==> src/rtl/rr_arbiter_4.sv <==
// rr_arbiter_4: four-requester round-robin arbiter producing a registered
// 2-bit grant index plus grant-valid for a downstream 2-to-4 one-hot decoder.
// A grant is held until the owner signals done or drops its request, and a
// watchdog forces release after MAX_HOLD cycles (MAX_HOLD=0 disables it).
// A release always passes through IDLE, so gnt_vld drops for at least one
// cycle between grants and the decoder never switches between two codes.
module rr_arbiter_4 #(
  parameter int MAX_HOLD = 16,
  parameter int CNT_W    = 5
) (
  input  logic       i_clk,
  input  logic       i_rst,
  input  logic [3:0] i_req,
  input  logic       i_done,
  output logic [1:0] o_gnt_idx,
  output logic       o_gnt_vld,
  output logic       o_timeout
);

  typedef enum logic {
    S_IDLE,
    S_GRANT
  } state_t;

  localparam logic [CNT_W-1:0] LP_MAX     = CNT_W'(MAX_HOLD);
  localparam logic             LP_WDOG_EN = (MAX_HOLD != 0);

  state_t           r_state;
  state_t           w_state_nxt;
  logic [1:0]       r_last;
  logic [1:0]       w_last_nxt;
  logic [1:0]       r_gnt_idx;
  logic [1:0]       w_gnt_idx_nxt;
  logic [CNT_W-1:0] r_cnt;
  logic [CNT_W-1:0] w_cnt_nxt;
  logic             r_timeout;
  logic             w_timeout_nxt;

  logic [1:0]       w_cand;
  logic [1:0]       w_pick;
  logic             w_found;
  logic             w_rel_done;
  logic             w_rel_drop;
  logic             w_rel_wdog;
  logic             w_release;

  // Round-robin search: first set request after the last grant, wrapping mod 4
  always_comb begin
    w_found = 1'b0;
    w_pick  = r_last;
    w_cand  = r_last;
    for (int k = 1; k <= 4; k++) begin
      w_cand = r_last + 2'(k);
      if (!w_found && i_req[w_cand]) begin
        w_pick  = w_cand;
        w_found = 1'b1;
      end
    end
  end

  // Release causes for the current owner: done, request dropped, watchdog expiry
  always_comb begin
    w_rel_done = i_done;
    w_rel_drop = ~i_req[r_gnt_idx];
    w_rel_wdog = LP_WDOG_EN && (r_cnt == LP_MAX);
    w_release  = w_rel_done | w_rel_drop | w_rel_wdog;
  end

  // Next-state and next-output logic; timeout flags a release caused only by the watchdog
  always_comb begin
    w_state_nxt   = r_state;
    w_last_nxt    = r_last;
    w_gnt_idx_nxt = r_gnt_idx;
    w_cnt_nxt     = r_cnt;
    w_timeout_nxt = 1'b0;
    case (r_state)
      S_IDLE: begin
        if (w_found) begin
          w_state_nxt   = S_GRANT;
          w_gnt_idx_nxt = w_pick;
          w_cnt_nxt     = CNT_W'(1);
        end
      end
      S_GRANT: begin
        if (w_release) begin
          w_state_nxt   = S_IDLE;
          w_last_nxt    = r_gnt_idx;
          w_cnt_nxt     = '0;
          w_timeout_nxt = w_rel_wdog & ~w_rel_done & ~w_rel_drop;
        end else if (r_cnt != '1) begin
          w_cnt_nxt = r_cnt + CNT_W'(1);
        end
      end
      default: begin
        w_state_nxt = S_IDLE;
      end
    endcase
  end

  // State and output registers; reset gives requester 0 top priority
  always_ff @(posedge i_clk) begin
    if (i_rst) begin
      r_state   <= S_IDLE;
      r_last    <= 2'd3;
      r_gnt_idx <= 2'd0;
      r_cnt     <= '0;
      r_timeout <= 1'b0;
    end else begin
      r_state   <= w_state_nxt;
      r_last    <= w_last_nxt;
      r_gnt_idx <= w_gnt_idx_nxt;
      r_cnt     <= w_cnt_nxt;
      r_timeout <= w_timeout_nxt;
    end
  end

  assign o_gnt_idx = r_gnt_idx;
  assign o_gnt_vld = (r_state == S_GRANT);
  assign o_timeout = r_timeout;

endmodule
==> config.mk <==
export PLATFORM = sky130hd
export DESIGN_NAME = rr_arbiter_4
export DESIGN_NICKNAME = d
export VERILOG_FILES = /design/src/rtl/rr_arbiter_4.sv
export SDC_FILE = /design/constraint.sdc
export NUM_CORES = 1
export LEC_CHECK = 0
export ABC_AREA = 1
export CAP_MARGIN = 20
export CORE_MARGIN = 2
export CORE_UTILIZATION = 50
export DETAILED_ROUTE_END_ITERATION = 8
export GPL_ROUTABILITY_DRIVEN = 0
export HOLD_SLACK_MARGIN = 0.1
export PLACE_DENSITY = 0.74
export SLEW_MARGIN = 20
export SYNTH_ARGS = -nofsm -noshare
export SYNTH_HDL_FRONTEND = slang
export SYNTH_SLANG_ARGS = --single-unit
==> constraint.sdc <==
create_clock -name i_clk -period 1.76 [get_ports i_clk]
set_clock_uncertainty 0.2 [all_clocks]
set_input_delay 0.44 -clock i_clk [delete_from_list [all_inputs] [get_ports i_clk]]
set_output_delay 0.44 -clock i_clk [all_outputs]
set_load 0.02 [all_outputs]
# Word-level counts from Yosys, hierarchy flattened
# Index checks and enable logic that the tools add are counted.
[word_totals]
register_bits = 11
in_bits = 7
out_inout_bits = 4
elab_cells = 61
[classes]
order_cmp = 5
bitwise_logic = 8
n_mux = 25
add_sub_neg = 4
n_eq_ne = 4
n_reduce_logical = 10
[ops]
columns = ["operator", "count"]
rows = [
  ["2-bit by 3-bit less-than comparator with 1-bit output, second input constant", 5],
  ["5-bit two-way mux", 3],
  ["1-bit two-way mux", 11],
  ["1-bit binary-select mux with 2-bit select", 5],
  ["5-bit one-hot mux with 2 select lines", 1],
  ["2-bit two-way mux", 4],
  ["2-bit AND reduction", 3],
  ["5-bit by 1-bit adder with 5-bit output, second input constant", 1],
  ["5-bit equality test, second input constant", 1],
  ["5-bit inequality test, second input constant", 1],
  ["2-bit adder, second input constant", 2],
  ["1-bit NOT", 4],
  ["1-bit logical AND", 3],
  ["1-bit logical NOT", 3],
  ["3-bit by 1-bit inequality test with 1-bit output, second input constant", 1],
  ["3-bit OR reduction", 1],
  ["2-bit by 1-bit adder with 2-bit output, second input constant", 1],
  ["1-bit bitwise AND", 2],
  ["2-bit inequality test, second input constant", 1],
  ["1-bit OR", 2],
  ["1-bit one-hot mux with 2 select lines", 1],
]

# Depth between registers and ports, before layout
# Gate-level depths: netlist of the first run.
[depth]
depth_word = 15
mapped_depth = 13
mapped_depth_nobuf = 12

# Worst setup path before layout of the first run
# Ideal clock, no wire load.
[synth_timing]
path_kind = "register to register"
start = "register r_cnt[1]"
end = "register r_cnt[1]"
slack_ps = 202
path_stages_with_launch = 10
period_less_slack_ps = 1558
t_arrival_ps = 1246
path_buffers = 0
cell_sequence = "dfxtp_1 > ha_1 > nand2_1 > nor2_1 > ha_1 > nand4_1 > nand2_1 > nand2_4 > nor2_1 > nor2_1"
[synth_via]
elab_chain_cells = 4
[synth_rtl]
columns = ["item", "line", "text"]
rows = [
  ["start: declaration", "34", "logic [CNT_W-1:0] r_cnt;"],
  ["start signal: assignment", "112", "r_cnt <= w_cnt_nxt;"],
  ["5-bit by 1-bit adder with 5-bit output or 5-bit equality test (tied branches)", "91, 65", ""],
  ["5-bit two-way mux or 1-bit OR (tied branches)", "90, 66", ""],
  ["5-bit two-way mux or 3-bit by 1-bit inequality test with 1-bit output (tied branches)", "-", ""],
  ["5-bit one-hot mux with 2 select lines or 2-bit AND reduction (tied branches)", "-", ""],
]
# Parallel ways exist; a longest one is shown, timed or not. The select of a mux whose other input is x is not followed.
# A chain may end at the register's enable or synchronous reset.

# Worst setup path after layout of the first run
[layout_timing]
start = "register r_last[0]"
end = "register r_cnt[1]"
[layout_via]
elab_chain_cells = 15
[layout_rtl]
columns = ["item", "line", "text"]
rows = [
  ["start: declaration", "30", "logic [1:0] r_last;"],
  ["start signal: assignment", "110", "r_last <= w_last_nxt;"],
  ["2-bit by 1-bit adder with 2-bit output", "53", "w_cand = r_last + 2'(k);"],
  ["1-bit binary-select mux with 2-bit select", "54", "if (!w_found && i_req[w_cand]) begin"],
  ["1-bit two-way mux (implied by the code)", "54", ""],
  ["1-bit two-way mux", "54", ""],
  ["1-bit logical NOT", "54", ""],
  ["1-bit logical AND", "54", ""],
  ["1-bit two-way mux", "54", ""],
  ["1-bit logical NOT", "54", ""],
  ["1-bit logical AND", "54", ""],
  ["1-bit two-way mux", "54", ""],
  ["1-bit logical NOT", "54", ""],
  ["1-bit logical AND", "54", ""],
  ["1-bit two-way mux *", "54", ""],
  ["2-bit inequality test (no source line) *", "-", ""],
  ["2-bit AND reduction (no source line) *", "-", ""],
]
# Every way passes the cells marked *; elsewhere a longest branch is shown, timed or not. The select of a mux whose other input is x is not followed.

==> results of run 1 <==
power by group through the flow:
| stage | sequential (W) | combinational (W) | clock, W |
|---|---|---|---|
| 2_1_floorplan | 0.000361 | 0.000443 | 0 |
| 3_3_place_gp | 0.000346 | 0.000621 | 0 |
| 3_5_place_dp | 0.000349 | 0.000643 | 0 |
| 4_1_cts | 0.000342 | 0.000655 | 0.000180 |
| 5_1_grt | 0.000364 | 0.000747 | 0.000192 |
| 6_report | 0.000356 | 0.000677 | 0.000175 |
Yosys cell counts (all sizes together):
cell type | n | share of area
a21oi | 5 | 0.031
buf | 2 | 0.023
dfxtp | 11 | 0.27
ha | 3 | 0.047
inv | 16 | 0.084
nand2 | 53 | 0.28
nand3 | 14 | 0.093
nand4 | 1 | 0.0078
nor2 | 13 | 0.073
nor3 | 2 | 0.012
nor4 | 1 | 0.0078
o211ai | 4 | 0.037
o21ai | 1 | 0.0062
xnor2 | 1 | 0.011
xor2 | 1 | 0.011
path summary, 6_finish.rpt:
kind	slack, ns	end	cells past startpoint	startpoint
worst min-delay path	0.30	o_gnt_idx[1]	2	o_gnt_idx[1]
worst min register to register	0.30	o_gnt_idx[1]	2	o_gnt_idx[1]
worst max-delay path	0.07	r_cnt[1]	13	r_last[0]
worst max register to register	0.07	r_cnt[1]	13	r_last[0]
stage by stage:
step                 power, W  area (µm²)  utilization
finish               0.001208        1035       0.6869
global route         0.001303        1035       0.6869
CTS                  0.001176        1001       0.6645
detailed placement  0.0009914       963.4       0.6395
global placement    0.0009670       963.4       0.6395
floorplan           0.0008041       804.5            -
registers in the layout, summed over array words and instances, names as in the netlist:
name / flops
r_last: 2
r_cnt: 5
o_gnt_vld: 1
o_timeout: 1
o_gnt_idx: 2
per-layer routing:
layer,vias to the layer above,share of wire,GRT usage
li1,445,-,-
met1,405,0.45,0.3065
met2,31,0.46,0.3676
met3,10,0.052,0.02857
met4,0,0.040,0.1273
met5,-,0,0
critical path: stages, from the launching register on:
cell	delay, ns
dfxtp_2	0.35
buf_12	0.13
inv_8	0.04
nand2_2	0.06
nand2_1	0.07
nand2_1	0.08
nand2_1	0.10
nor2_2	0.11
nand2_2	0.08
nand2_4	0.11
nand2_4	0.08
nand2_2	0.08
nand2_1	0.05
nor2_1	0.08
timing repair:
| item | in CTS | in global routing |
|---|---|---|
| pin swaps | 2 | 4 |
| endpoints found under the setup margin | 11 | 9 |
| resized for setup | 13 | 13 |
layout make-up:
type | instances | share of cell area
multi-input cells | 99 | 0.5224
inverters | 16 | 0.06530
clock buffers | 4 | 0.02539
flip-flops and latches | 11 | 0.2213
well taps | 16 | 0.01935
repair buffers | 16 | 0.1463
cells by family (layout without fill, tap and decap cells):
family                   after synthesis  in the layout  share of synthesized area
flip-flops                            11             11                     0.2737
buffers and inverters                 18             36                     0.1073
AND/OR/NAND/NOR                       84             84                     0.4759
adder cells (fa/ha/maj)                3              3                    0.04666
XOR/XNOR                               2              2                    0.02178
AO/OA/AOI/OAI                         10             10                    0.07464
==> results.md, run 1 <==
- Multi-input logic area: between 500 and 600 µm²
- Dpl cells: between 150 and 200
- Comb pwr share: 0.561
- Antenna-violating nets left: 0
- Setup TNS: 0 ns
- Clock root cell: clkbuf_4
- Static Leak: a little over 0.5 nW
- Largest net degree at the start of global routing: 10
- Net Switching: 0.0005672 W
- Netlist cell types: 23
- Chip width: 44.11 µm
- CTS sink count: 11
- Avg Cell Area, Syn: between 6 and 7 µm²
- Outcome: finished, final reports clean
- Detailed Route WL: 2.102 mm
- CTS tree: done
- Final std cells w/o fill: 162
- Hold WS: about 0.30 ns
- Layout area overhead: 28.62%
- HPWL after DPL: around 1.5 mm
- Yosys Warn Count: 0
- Routed vias: 891
- Sequential share of power: 0.295
- Worst vdd ir: 0.8689 mV
- Max Slew Vio Count: 0
- Die Area: just under 0.002 mm²
- Final Critical Period: about 1.7 ns
- Total congestion overflow: 0
- Clk_lat worst skew: ~0.27 ns
- Hold_buf cts: 0
- Final net count: ~160
- CORE AREA: approximately 0.0015 mm²
- DRC viols: 0
- Register Area: ~230 µm²
- Layout cell share with drive strength beyond 1: 0.2329
- Die Height: ~44 µm
- DR iter-0 viols: 27
- CTS H-tree lvls: 1
- Boundary pin count: 11
- Routed vias/inst: 5.500
- 1st-pass router iterations: 4
- Worst-margin pin slew: about 0.28 ns
- Worst Path Max Fanout: 9
- Setup crit start kind: flip-flop
- Final hold vios: 0
- RSZ-0062 raised after global routing: yes
- Highest clock rate: between 500 and 600 MHz
- All-Layer GR Usage: 0.2325
- Pwr dens: roughly 1200 mW/mm²
- Tcrit/Tclk final: 0.9614
- Port Buffer Count: 10
- Register area share after synthesis: 0.2737
- Most common cell after layout, fill and taps aside: nand2_1
- Global-route wire length before repair: between 3 and 4 mm
- Final WS setup: a little under 0.07 ns
- TritonCTS Buffers: 3
- Routed WL per cell: roughly 13 µm
- Max clock buf depth: 2
- Crit Path Class: flip-flop to flip-flop
- Syn Std Cell Area: 804.5 µm²
- Clock share of power: 0.145
- Vias in the first global route: ~790
- Initial antenna violation count: 0
- Most frequent cells in the layout: nand2_1, nand3_1, inv_1
- Clk pin slew, worst setup/hold paths: ~0.07 ns
- Flops & latches, synth: 11
- Setup crit end kind: flip-flop
- Setup-failing EPs final: 0
- Pre-CTS WS: -0.3900 ns
- Syn Nets: 138
- # rows: 14
- Hold WC Path Type: flip-flop to flip-flop
- Starting Density: 0.5341
- Switch share: 0.4697
- Ant. Diodes: 0
- Fill cells: roughly 140
- Slew HR: 0.8121
- Internal Pwr Total: 0.0006404 W
- Max cap viols: 0
- CP required: about 1.8 ns
- Worst Path Arrival: about 1.7 ns
- # Post-CTS Setup Buffers: 0
- Mapped Cells: between 100 and 150
No activity file was read; power rests on OpenSTA's default activity.
==> run 2: changes to the inputs <==
SLEW_MARGIN = not set   (was 20)
==> results of run 2 <==
No change in the layout: final DEF, timing and power equal those of run 1.
